### config.mk
export PLATFORM = sky130hd
export DESIGN_NAME = dsm_modulator
export DESIGN_NICKNAME = d
export VERILOG_FILES = /design/src/rtl/dsm_pkg.sv /design/src/rtl/dsm_loop2.sv /design/src/rtl/dsm_modulator.sv
export SDC_FILE = /design/constraint.sdc
export NUM_CORES = 1
export LEC_CHECK = 0
export ABC_AREA = 0
export ABC_CLOCK_PERIOD_IN_PS = 11500
export BUFFER_PORTS_ARGS = -buffer_cell sky130_fd_sc_hd__buf_4
export CAP_MARGIN = 5
export CORE_UTILIZATION = 42
export CTS_CLUSTER_DIAMETER = 30
export CTS_CLUSTER_SIZE = 25
export DETAILED_ROUTE_END_ITERATION = 6
export PLACE_DENSITY_LB_ADDON = 0.1
export SYNTH_ARGS = -nofsm -noshare
export SYNTH_HDL_FRONTEND = slang
export SYNTH_SLANG_ARGS = --single-unit
### constraint.sdc
create_clock -name clk -period 11.5 [get_ports clk]
set_input_delay 0.575 -clock clk [delete_from_list [all_inputs] [get_ports clk]]
set_output_delay 0.575 -clock clk [all_outputs]
set_load 0.05 [all_outputs]
### src/rtl/dsm_pkg.sv
// Shared constants and saturation helper for the 2nd-order delta-sigma modulator.
package dsm_pkg;

    localparam int unsigned IN_W_DEF  = 16;
    localparam int unsigned OSR_DEF   = 64;
    localparam int unsigned ACC_W_DEF = 24;

    localparam longint FS      = longint'(1) << (IN_W_DEF - 1);
    localparam longint SAT_MAX = (longint'(1) << (ACC_W_DEF - 1)) - 1;
    localparam longint SAT_MIN = -SAT_MAX;

    // Symmetric clamp to +/-(2^(acc_w-1)-1); callers truncate the result to acc_w bits.
    function automatic longint sat(input longint v, input int unsigned acc_w);
        longint lim;
        lim = (longint'(1) << (acc_w - 1)) - 1;
        if (v > lim)  return lim;
        if (v < -lim) return -lim;
        return v;
    endfunction

endpackage

### src/rtl/dsm_loop2.sv
// Two saturating integrators with 1-bit quantiser and +/-FS feedback.
module dsm_loop2
    import dsm_pkg::*;
#(
    parameter int unsigned IN_W  = IN_W_DEF,
    parameter int unsigned ACC_W = ACC_W_DEF
) (
    input  logic                    clk,
    input  logic                    rst,
    input  logic signed [ACC_W-1:0] x,
    output logic                    out
);

    localparam int unsigned SW = ACC_W + 2;
    localparam logic signed [SW-1:0] FS_W = {{(SW-IN_W){1'b0}}, 1'b1, {(IN_W-1){1'b0}}};

    logic signed [ACC_W-1:0] i1, i2, i1_n, i2_n;
    logic signed [SW-1:0]    fb, s1, s2;

    // Two guard bits keep the raw sums exact before the clamp.
    always_comb begin
        fb   = out ? FS_W : -FS_W;
        s1   = {{2{i1[ACC_W-1]}}, i1} + {{2{x[ACC_W-1]}}, x} - fb;
        i1_n = ACC_W'(sat(64'(s1), ACC_W));
        s2   = {{2{i2[ACC_W-1]}}, i2} + {{2{i1_n[ACC_W-1]}}, i1_n} - fb;
        i2_n = ACC_W'(sat(64'(s2), ACC_W));
    end

    always_ff @(posedge clk or negedge rst) begin
        if (!rst) begin
            i1  <= '0;
            i2  <= '0;
            out <= 1'b0;
        end else begin
            i1  <= i1_n;
            i2  <= i2_n;
            out <= ~i2_n[ACC_W-1];
        end
    end

endmodule

### src/rtl/dsm_modulator.sv
// Delta-sigma transmit path: one-entry input buffer, OSR-cycle zero-order hold, 2nd-order loop.
module dsm_modulator
    import dsm_pkg::*;
#(
    parameter int unsigned IN_W  = IN_W_DEF,
    parameter int unsigned OSR   = OSR_DEF,
    parameter int unsigned ACC_W = ACC_W_DEF
) (
    input  logic                   clk,
    input  logic                   rst,
    input  logic signed [IN_W-1:0] in_data,
    input  logic                   in_valid,
    output logic                   in_ready,
    input  logic                   underrun_clr,
    output logic                   out,
    output logic                   frame,
    output logic                   underrun
);

    localparam int unsigned CW = $clog2(OSR);

    logic [CW-1:0]          cnt;
    logic                   buf_full;
    logic signed [IN_W-1:0] buf_data;
    logic signed [IN_W-1:0] held;
    logic                   boundary;
    logic signed [ACC_W-1:0] x_ext;

    assign boundary = (cnt == CW'(OSR - 1));
    assign in_ready = ~buf_full;
    assign x_ext    = {{(ACC_W-IN_W){held[IN_W-1]}}, held};

    always_ff @(posedge clk or negedge rst) begin
        if (!rst) begin
            cnt      <= '0;
            buf_full <= 1'b0;
            buf_data <= '0;
            held     <= '0;
            frame    <= 1'b0;
            underrun <= 1'b0;
        end else begin
            frame <= boundary;
            cnt   <= boundary ? '0 : cnt + 1'b1;

            // A boundary with an empty buffer may still accept a new sample into the buffer.
            if (boundary && buf_full) begin
                held     <= buf_data;
                buf_full <= 1'b0;
            end else if (in_valid && !buf_full) begin
                buf_data <= in_data;
                buf_full <= 1'b1;
            end

            if (boundary && !buf_full)
                underrun <= 1'b1;
            else if (underrun_clr)
                underrun <= 1'b0;
        end
    end

    dsm_loop2 #(
        .IN_W (IN_W),
        .ACC_W(ACC_W)
    ) u_loop (
        .clk(clk),
        .rst(rst),
        .x  (x_ext),
        .out(out)
    );

endmodule

==> flow_metrics.env, run 1 <==
export IMPL_status="finished, final reports clean"
export IMPL_syn_to_final_growth_pct=10.4
export IMPL_synth_nets=813
export IMPL_synth_top_flop_cell="dfrtp_1"
export IMPL_cpPeakStageDelay_ns=0.56
export IMPL_worst_slew_pin_slew_ns=0.995
export IMPL_crit_type="reg -> reg"
export IMPL_cts_sinks=90
export IMPL_place_congestion=0.868
export IMPL_cts_buffers_inserted=9
export IMPL_fin_area_um2=7540
export IMPL_dr_total_vias=5516
export IMPL_drcViolationCount=0
export IMPL_grt_pass1_vias=5532
export IMPL_avgSynthCellArea_um2=9.48
export IMPL_drv_slew=0
export IMPL_timing_fmax_ghz=0.0948
export IMPL_rr_worst_depth=38
export IMPL_crit_top_cell="o21ai_0"
export IMPL_h_tree_depth=3
export IMPL_cts_root_buf="clkbuf_16"
export IMPL_crit_path_end="u_loop.i2[20]$_DFF_PN0_"
export IMPL_synth_compound_area_share=0.222
export IMPL_cp_top_family="compound AO/OA/AOI/OAI gates"
export IMPL_syn_inst=720
export IMPL_synth_top_family_by_area="compound AO/OA/AOI/OAI gates"
export IMPL_r2r_start="held[0]$_DFFE_PN0P_"
export IMPL_grt_pass1_wl_mm=27.8
export IMPL_clockBufferDepth=2
export IMPL_dr_pass1_iters=5
export IMPL_fin_util=0.475
export IMPL_antenna_found_initial=0
export IMPL_setup_viol=0
export IMPL_cp_start_kind="flop"
export IMPL_min_period_over_period=0.917
export IMPL_cp_end_kind="flop"
export IMPL_ctsHoldBuffers=0
export IMPL_ys_types=77
export IMPL_die_h_um=130
export IMPL_rows=46
export IMPL_nFillCells=1531
export IMPL_maxCapViolCount=0
export IMPL_multi_input_area_um2=4410
export IMPL_finalHoldViolations=0
export IMPL_post_cts_buffers=0
export IMPL_path_max_fanout=23
export IMPL_dp_hpwl_mm=13.0
export IMPL_seqCellArea_um2=2250
export IMPL_routed_wl_mm=16.7
export IMPL_die_area_um2=16800
export IMPL_skew_ns=0.0121
export IMPL_synth_simple_area_share=0.157
export IMPL_grt_overflow_total=0
export IMPL_cts_tree="done"
export IMPL_ant_nets=0
export IMPL_io_buffers=23
export IMPL_cp_depth=38
export IMPL_viasPerCell=5.73
export IMPL_leakage_nw=3.43
export IMPL_synth_seq_area_share=0.330
export IMPL_reg2reg_slack_ns=0.96
export IMPL_synthAdderAreaFrac=0.138
export IMPL_async_flop_share=1.00
export IMPL_clk_pin_slew_ns=0.07
export IMPL_power_density_nw_per_um2=86.5
export IMPL_cp_arrival_ns=10.73
export IMPL_wl_per_cell_um=17.4
export IMPL_crit_path_top_delay_cell="o31a_1"
export IMPL_setup_tns_ns=0
export IMPL_synth_edf_count=0
export IMPL_synthXorXnorAreaFrac=0.0705
export IMPL_layout_drive_gt1_share=0.147
export IMPL_start_util=0.430
export IMPL_grt_max_degree=55
export IMPL_rsz0062_at_grt="no"
export IMPL_grt_total_usage=0.216
export IMPL_ys_ff_latch=90
export IMPL_nets=834
export IMPL_r2r_end="u_loop.i2[20]$_DFF_PN0_"
export IMPL_ios=24
export IMPL_synth_mux_area_frac=0.0575
export IMPL_ys_warn_count=0
export IMPL_crit_path_start="held[0]$_DFFE_PN0P_"
export IMPL_period_minus_slack_ns=10.54
export IMPL_postPlaceCellArea_um2=7230
export IMPL_min_path_type="in -> async"
export IMPL_die_w_um=130
export IMPL_drtIter0Drc=298
export IMPL_diodes=0
export IMPL_clock_latency_ns=0.35
export IMPL_max_vdd_ir_drop_mv=0.0688
export IMPL_core_area_um2=15900
export IMPL_slew_headroom=0.337
export IMPL_cp_buffers_inverters=0
export IMPL_syn_cell_area_um2=6830
export IMPL_crit_required_ns=11.68
[routing by layer]
| metal | routed length, µm | vias to the layer above | track usage |
|---|---|---|---|
| met5 | 0 | - | 0 |
| met4 | 333 | 0 | 0.0917 |
| met3 | 320 | 20 | 0.0256 |
| met2 | 7830 | 58 | 0.351 |
| met1 | 8210 | 2691 | 0.290 |
| li1 | - | 2747 | - |
[state kept, by name (all words and copies together), names as in the netlist]
name / flops
u_loop.out: 1
underrun: 1
u_loop.i1: 24
u_loop.i2: 24
buf_data: 16
frame: 1
buf_full: 1
held: 16
cnt: 6
[cell usage in the layout (no fill, tap or decap), drive strengths merged, types with 13 or more instances in the layout]
cell type / count
a21oi: 42
buf: 28
dfrtp: 90
ha: 69
inv: 27
mux2: 34
nand2: 43
nand3: 45
nor2: 47
nor3: 14
o211ai: 25
o21ai: 49
or2: 13
xnor2: 35
xor2: 20
[worst reg2reg max path: cells and delay by family (launching register included)]
kind | cells | cell delay [ns]
compound gates | 25 | 7.08
xor+xnor | 2 | 0.33
fa+ha+maj | 6 | 2.04
flops | 1 | 0.38
simple gates | 5 | 0.56
[report_power, final]
group | total [mW] | switching (mW) | internal, mW
Clock | 0.306 | 0.134 | 0.172
Sequential | 0.327 | 0.00353 | 0.324
Combinational | 0.0185 | 0.00895 | 0.00955
[kinds of logic after synthesis]
kind of cell	Yosys count
compound gates	212
fa+ha+maj	73
flops	90
xor+xnor	55
mux	35
buf+inv	43
simple gates	212
[what timing repair did]
item | in CTS | in global routing
resized for setup | 0 | 1
endpoints found under the setup margin | 0 | 12
endpoints found under the hold margin | 0 | 0
[synthesized netlist by cell type (3+ instances only)]
| cell | n | share of area |
|---|---|---|
| a31oi_1 | 4 | 0.0037 |
| o211ai_1 | 25 | 0.027 |
| xnor2_1 | 35 | 0.045 |
| or3_1 | 4 | 0.0037 |
| a211o_1 | 3 | 0.0038 |
| buf_2 | 5 | 0.0037 |
| nand3_1 | 45 | 0.033 |
| mux2_2 | 34 | 0.056 |
| nor2b_1 | 11 | 0.010 |
| dfrtp_1 | 90 | 0.33 |
| nand4_1 | 3 | 0.0027 |
| nor4_1 | 5 | 0.0046 |
| xor2_1 | 20 | 0.026 |
| a21oi_1 | 41 | 0.030 |
| nand2b_1 | 6 | 0.0055 |
| a311oi_1 | 3 | 0.0038 |
| o21ai_0 | 45 | 0.033 |
| or2_2 | 13 | 0.012 |
| nor2_1 | 47 | 0.026 |
| clkbuf_1 | 10 | 0.0055 |
| nor3_1 | 13 | 0.0095 |
| inv_1 | 25 | 0.014 |
| ha_1 | 69 | 0.13 |
| and3_1 | 4 | 0.0037 |
| a31o_2 | 5 | 0.0064 |
| a211oi_1 | 11 | 0.012 |
| a2111oi_0 | 5 | 0.0064 |
| nor3b_1 | 3 | 0.0033 |
| nand2_1 | 43 | 0.024 |
| o41ai_1 | 3 | 0.0038 |
| a21o_1 | 12 | 0.013 |
| o21a_1 | 10 | 0.011 |
| o21bai_1 | 8 | 0.0088 |
| a2bb2oi_2 | 3 | 0.0066 |
| fa_1 | 4 | 0.012 |
[area by class of cell]
type / instances / area share
Multi-Input combinational cell: 587 / 0.585
Sequential cell: 90 / 0.299
Tap cell: 216 / 0.0358
Clock buffer: 10 / 0.0304
Timing Repair Buffer: 28 / 0.0279
Inverter: 25 / 0.0124
Clock inverter: 6 / 0.00996
[worst min-delay path by stage]
stage                              end  slack [ns]  depth (start not counted)
5_1_grt        u_loop.i1[23]$_DFF_PN0_        0.24                          1
3_3_place_gp          cnt[5]$_DFF_PN0_        0.47                          1
3_5_place_dp          cnt[5]$_DFF_PN0_        0.48                          1
6_report       u_loop.i1[23]$_DFF_PN0_        0.20                          1
2_1_floorplan  buf_data[0]$_DFFE_PN0P_        0.28                          0
4_1_cts        u_loop.i1[23]$_DFF_PN0_        0.22                          1
[per-stage QoR]
stage          hold slack [ns]  power [mW]  instances  worst slack [ns]
5_1_grt                  0.240       0.675        962            0.0563
4_1_cts                  0.221       0.661        962             0.787
2_1_floorplan            0.279       0.339        720              2.56
3_5_place_dp             0.477       0.353        946             0.865
6_report                 0.202       0.652        962             0.956
3_3_place_gp             0.470       0.352        946              1.18
No activity file was read; power rests on OpenSTA's default activity.
==> run 2, diff against run 1 <==
--- a/config.mk
+++ b/config.mk
@@ -6,7 +6,7 @@
 export NUM_CORES = 1
 export LEC_CHECK = 0
 export ABC_AREA = 0
-export ABC_CLOCK_PERIOD_IN_PS = 11500
+export ABC_CLOCK_PERIOD_IN_PS = 12800
 export BUFFER_PORTS_ARGS = -buffer_cell sky130_fd_sc_hd__buf_4
 export CAP_MARGIN = 5
 export CORE_UTILIZATION = 42
==> constraint.sdc (replaced) <==
create_clock -name clk -period 12.8 [get_ports clk]
set_input_delay 2.56 -clock clk [delete_from_list [all_inputs] [get_ports clk]]
set_output_delay 2.56 -clock clk [all_outputs]
set_load 0.05 [all_outputs]
==> run 2 against run 1 <==
  * Global-route usage down 0.30 points
  * Via count down 1.1%
  * Critical path depth unchanged
  * Wire length down 0.18%
  * Register-to-register slack better by 0.94 ns
  * Largest power group is now the clock network
  * Sequential share of layout area down 0.054 points
  * Clock power down 3%
==> flow_metrics.env, run 2 (synthesis results as in run 1) <==
export IMPL_drcViolationCount=0
export IMPL_leakage_nw=3.44
export IMPL_timing_fmax_ghz=0.0917
export IMPL_grt_overflow_total=0
export IMPL_cp_end_kind="flop"
export IMPL_syn_to_final_growth_pct=10.6
export IMPL_min_period_over_period=0.852
export IMPL_die_area_um2=16800
export IMPL_skew_ns=0.00899
export IMPL_place_congestion=0.884
export IMPL_drtIter0Drc=242
export IMPL_routed_wl_mm=16.7
export IMPL_cts_root_buf="clkbuf_16"
export IMPL_fin_util=0.476
export IMPL_wl_per_cell_um=17.3
export IMPL_layout_common_cells="dfrtp_1, ha_1, nor2_1, o21ai_0, nand3_1"
export IMPL_die_w_um=130
export IMPL_cpPeakStageDelay_ns=0.73
export IMPL_antenna_found_initial=0
export IMPL_finalHoldViolations=0
export IMPL_rows=46
export IMPL_nFillCells=1514
export IMPL_worstHoldStart="cnt[5]$_DFF_PN0_"
export IMPL_power_density_nw_per_um2=80.4
export IMPL_whs_ns=0.484
export IMPL_max_vdd_ir_drop_mv=0.0644
export IMPL_cp_arrival_ns=11.16
export IMPL_dr_total_vias=5453
export IMPL_post_cts_buffers=0
export IMPL_h_tree_depth=3
export IMPL_io_buffers=23
export IMPL_crit_type="reg -> reg"
export IMPL_cts_tree="done"
export IMPL_ant_nets=0
export IMPL_rr_worst_depth=38
export IMPL_cts_sinks=90
export IMPL_core_area_um2=15900
export IMPL_slew_headroom=0.336
export IMPL_final_common_cell="dfrtp_1"
export IMPL_crit_required_ns=13.06
export IMPL_dr_pass1_iters=4
export IMPL_crit_path_top_delay_cell="o311ai_4"
export IMPL_clockBufferDepth=2
export IMPL_grt_pass1_vias=5430
export IMPL_cts_buffers_inserted=9
export IMPL_die_h_um=130
export IMPL_cp_start_kind="flop"
export IMPL_r2r_end="u_loop.i2[0]$_DFF_PN0_"
export IMPL_worst_slew_pin_slew_ns=0.995
export IMPL_ctsResizeCount=0
export IMPL_diodes=0
export IMPL_ios=24
export IMPL_path_max_fanout=23
export IMPL_grt_pass1_wl_mm=27.4
export IMPL_start_util=0.430
export IMPL_r2r_start="held[0]$_DFFE_PN0P_"
export IMPL_nets=833
export IMPL_maxCapViolCount=0
export IMPL_min_path_cells=1
export IMPL_drv_slew=0
export IMPL_ctsHoldBuffers=0
export IMPL_dp_hpwl_mm=13.0
export IMPL_grt_max_degree=55
export IMPL_grt_total_usage=0.213
export IMPL_clock_latency_ns=0.35
export IMPL_hold_path_endpoint="cnt[5]$_DFF_PN0_"
export IMPL_viasPerCell=5.67
export IMPL_rsz0062_at_grt="no"
export IMPL_setup_tns_ns=0
export IMPL_layout_drive_gt1_share=0.148
export IMPL_period_minus_slack_ns=10.90
export IMPL_min_path_type="reg -> reg"
export IMPL_clk_pin_slew_ns=0.07
export IMPL_status="finished, final reports clean"
export IMPL_top_regs="u_loop.i1: 24 flops, u_loop.i2: 24 flops"
export IMPL_setup_viol=0
export IMPL_reg2reg_slack_ns=1.90
run 2: cell types whose count changed in the layout (fill, tap and decap cells not counted):
cell,change
bufinv_16,+1
clkbuf_1,-1
inv_6,+1
clkinv_4,-2
inv_8,+1
o21ai_4,-1
o21ai_2,+1
buf_4,-1
run 2: area by class of cell:
cell class	instances	area, µm²	area share
multi-input cells	587	4400	0.583
flip-flops and latches	90	2250	0.298
well taps	216	270	0.0358
clock buffers	9	225	0.0298
repair buffers	27	203	0.0268
clock inverters	7	108	0.0142
inverters	25	93.8	0.0124
run 2: metrics by stage:
stage	setup slack, ns	instances	area, µm²	power (mW)
2_1_floorplan	3.86	720	6830	0.304
3_3_place_gp	2.22	945	7220	0.316
3_5_place_dp	2.03	945	7220	0.317
4_1_cts	1.93	961	7550	0.616
5_1_grt	0.928	961	7550	0.628
6_report	1.90	961	7550	0.607
run 2: report_power, final:
part / internal (mW) / total, mW / switching (mW)
logic: 0.00857 / 0.0165 / 0.00792
registers: 0.291 / 0.294 / 0.00319
clock network: 0.175 / 0.297 / 0.121
run 2: worst max-delay path by stage:
stage,startpoint,end,slack [ns],cells past startpoint
finish,held[0]$_DFFE_PN0P_,u_loop.i2[0]$_DFF_PN0_,1.90,38
global route,held[0]$_DFFE_PN0P_,u_loop.i2[0]$_DFF_PN0_,0.93,38
CTS,held[0]$_DFFE_PN0P_,u_loop.i2[20]$_DFF_PN0_,1.93,38
detailed placement,held[0]$_DFFE_PN0P_,u_loop.i2[0]$_DFF_PN0_,2.03,38
global placement,held[0]$_DFFE_PN0P_,u_loop.i2[0]$_DFF_PN0_,2.22,38
floorplan,held[0]$_DFFE_PN0P_,u_loop.i2[0]$_DFF_PN0_,3.86,40
run 2: worst max-delay path: cells and delay by family, from the launching register on:
| family | cells | cell delay (ns) |
|---|---|---|
| AND/OR/NAND/NOR | 9 | 2.11 |
| XOR/XNOR | 2 | 0.24 |
| AO/OA/AOI/OAI | 22 | 6.37 |
| adder cells (fa/ha/maj) | 5 | 1.68 |
| flip-flops | 1 | 0.39 |
run 2: metal layers:
layer	GRT usage	wire (µm)
met1	0.277	8080
met2	0.355	7950
met3	0.0442	421
met4	0.0636	213
met5	0	0
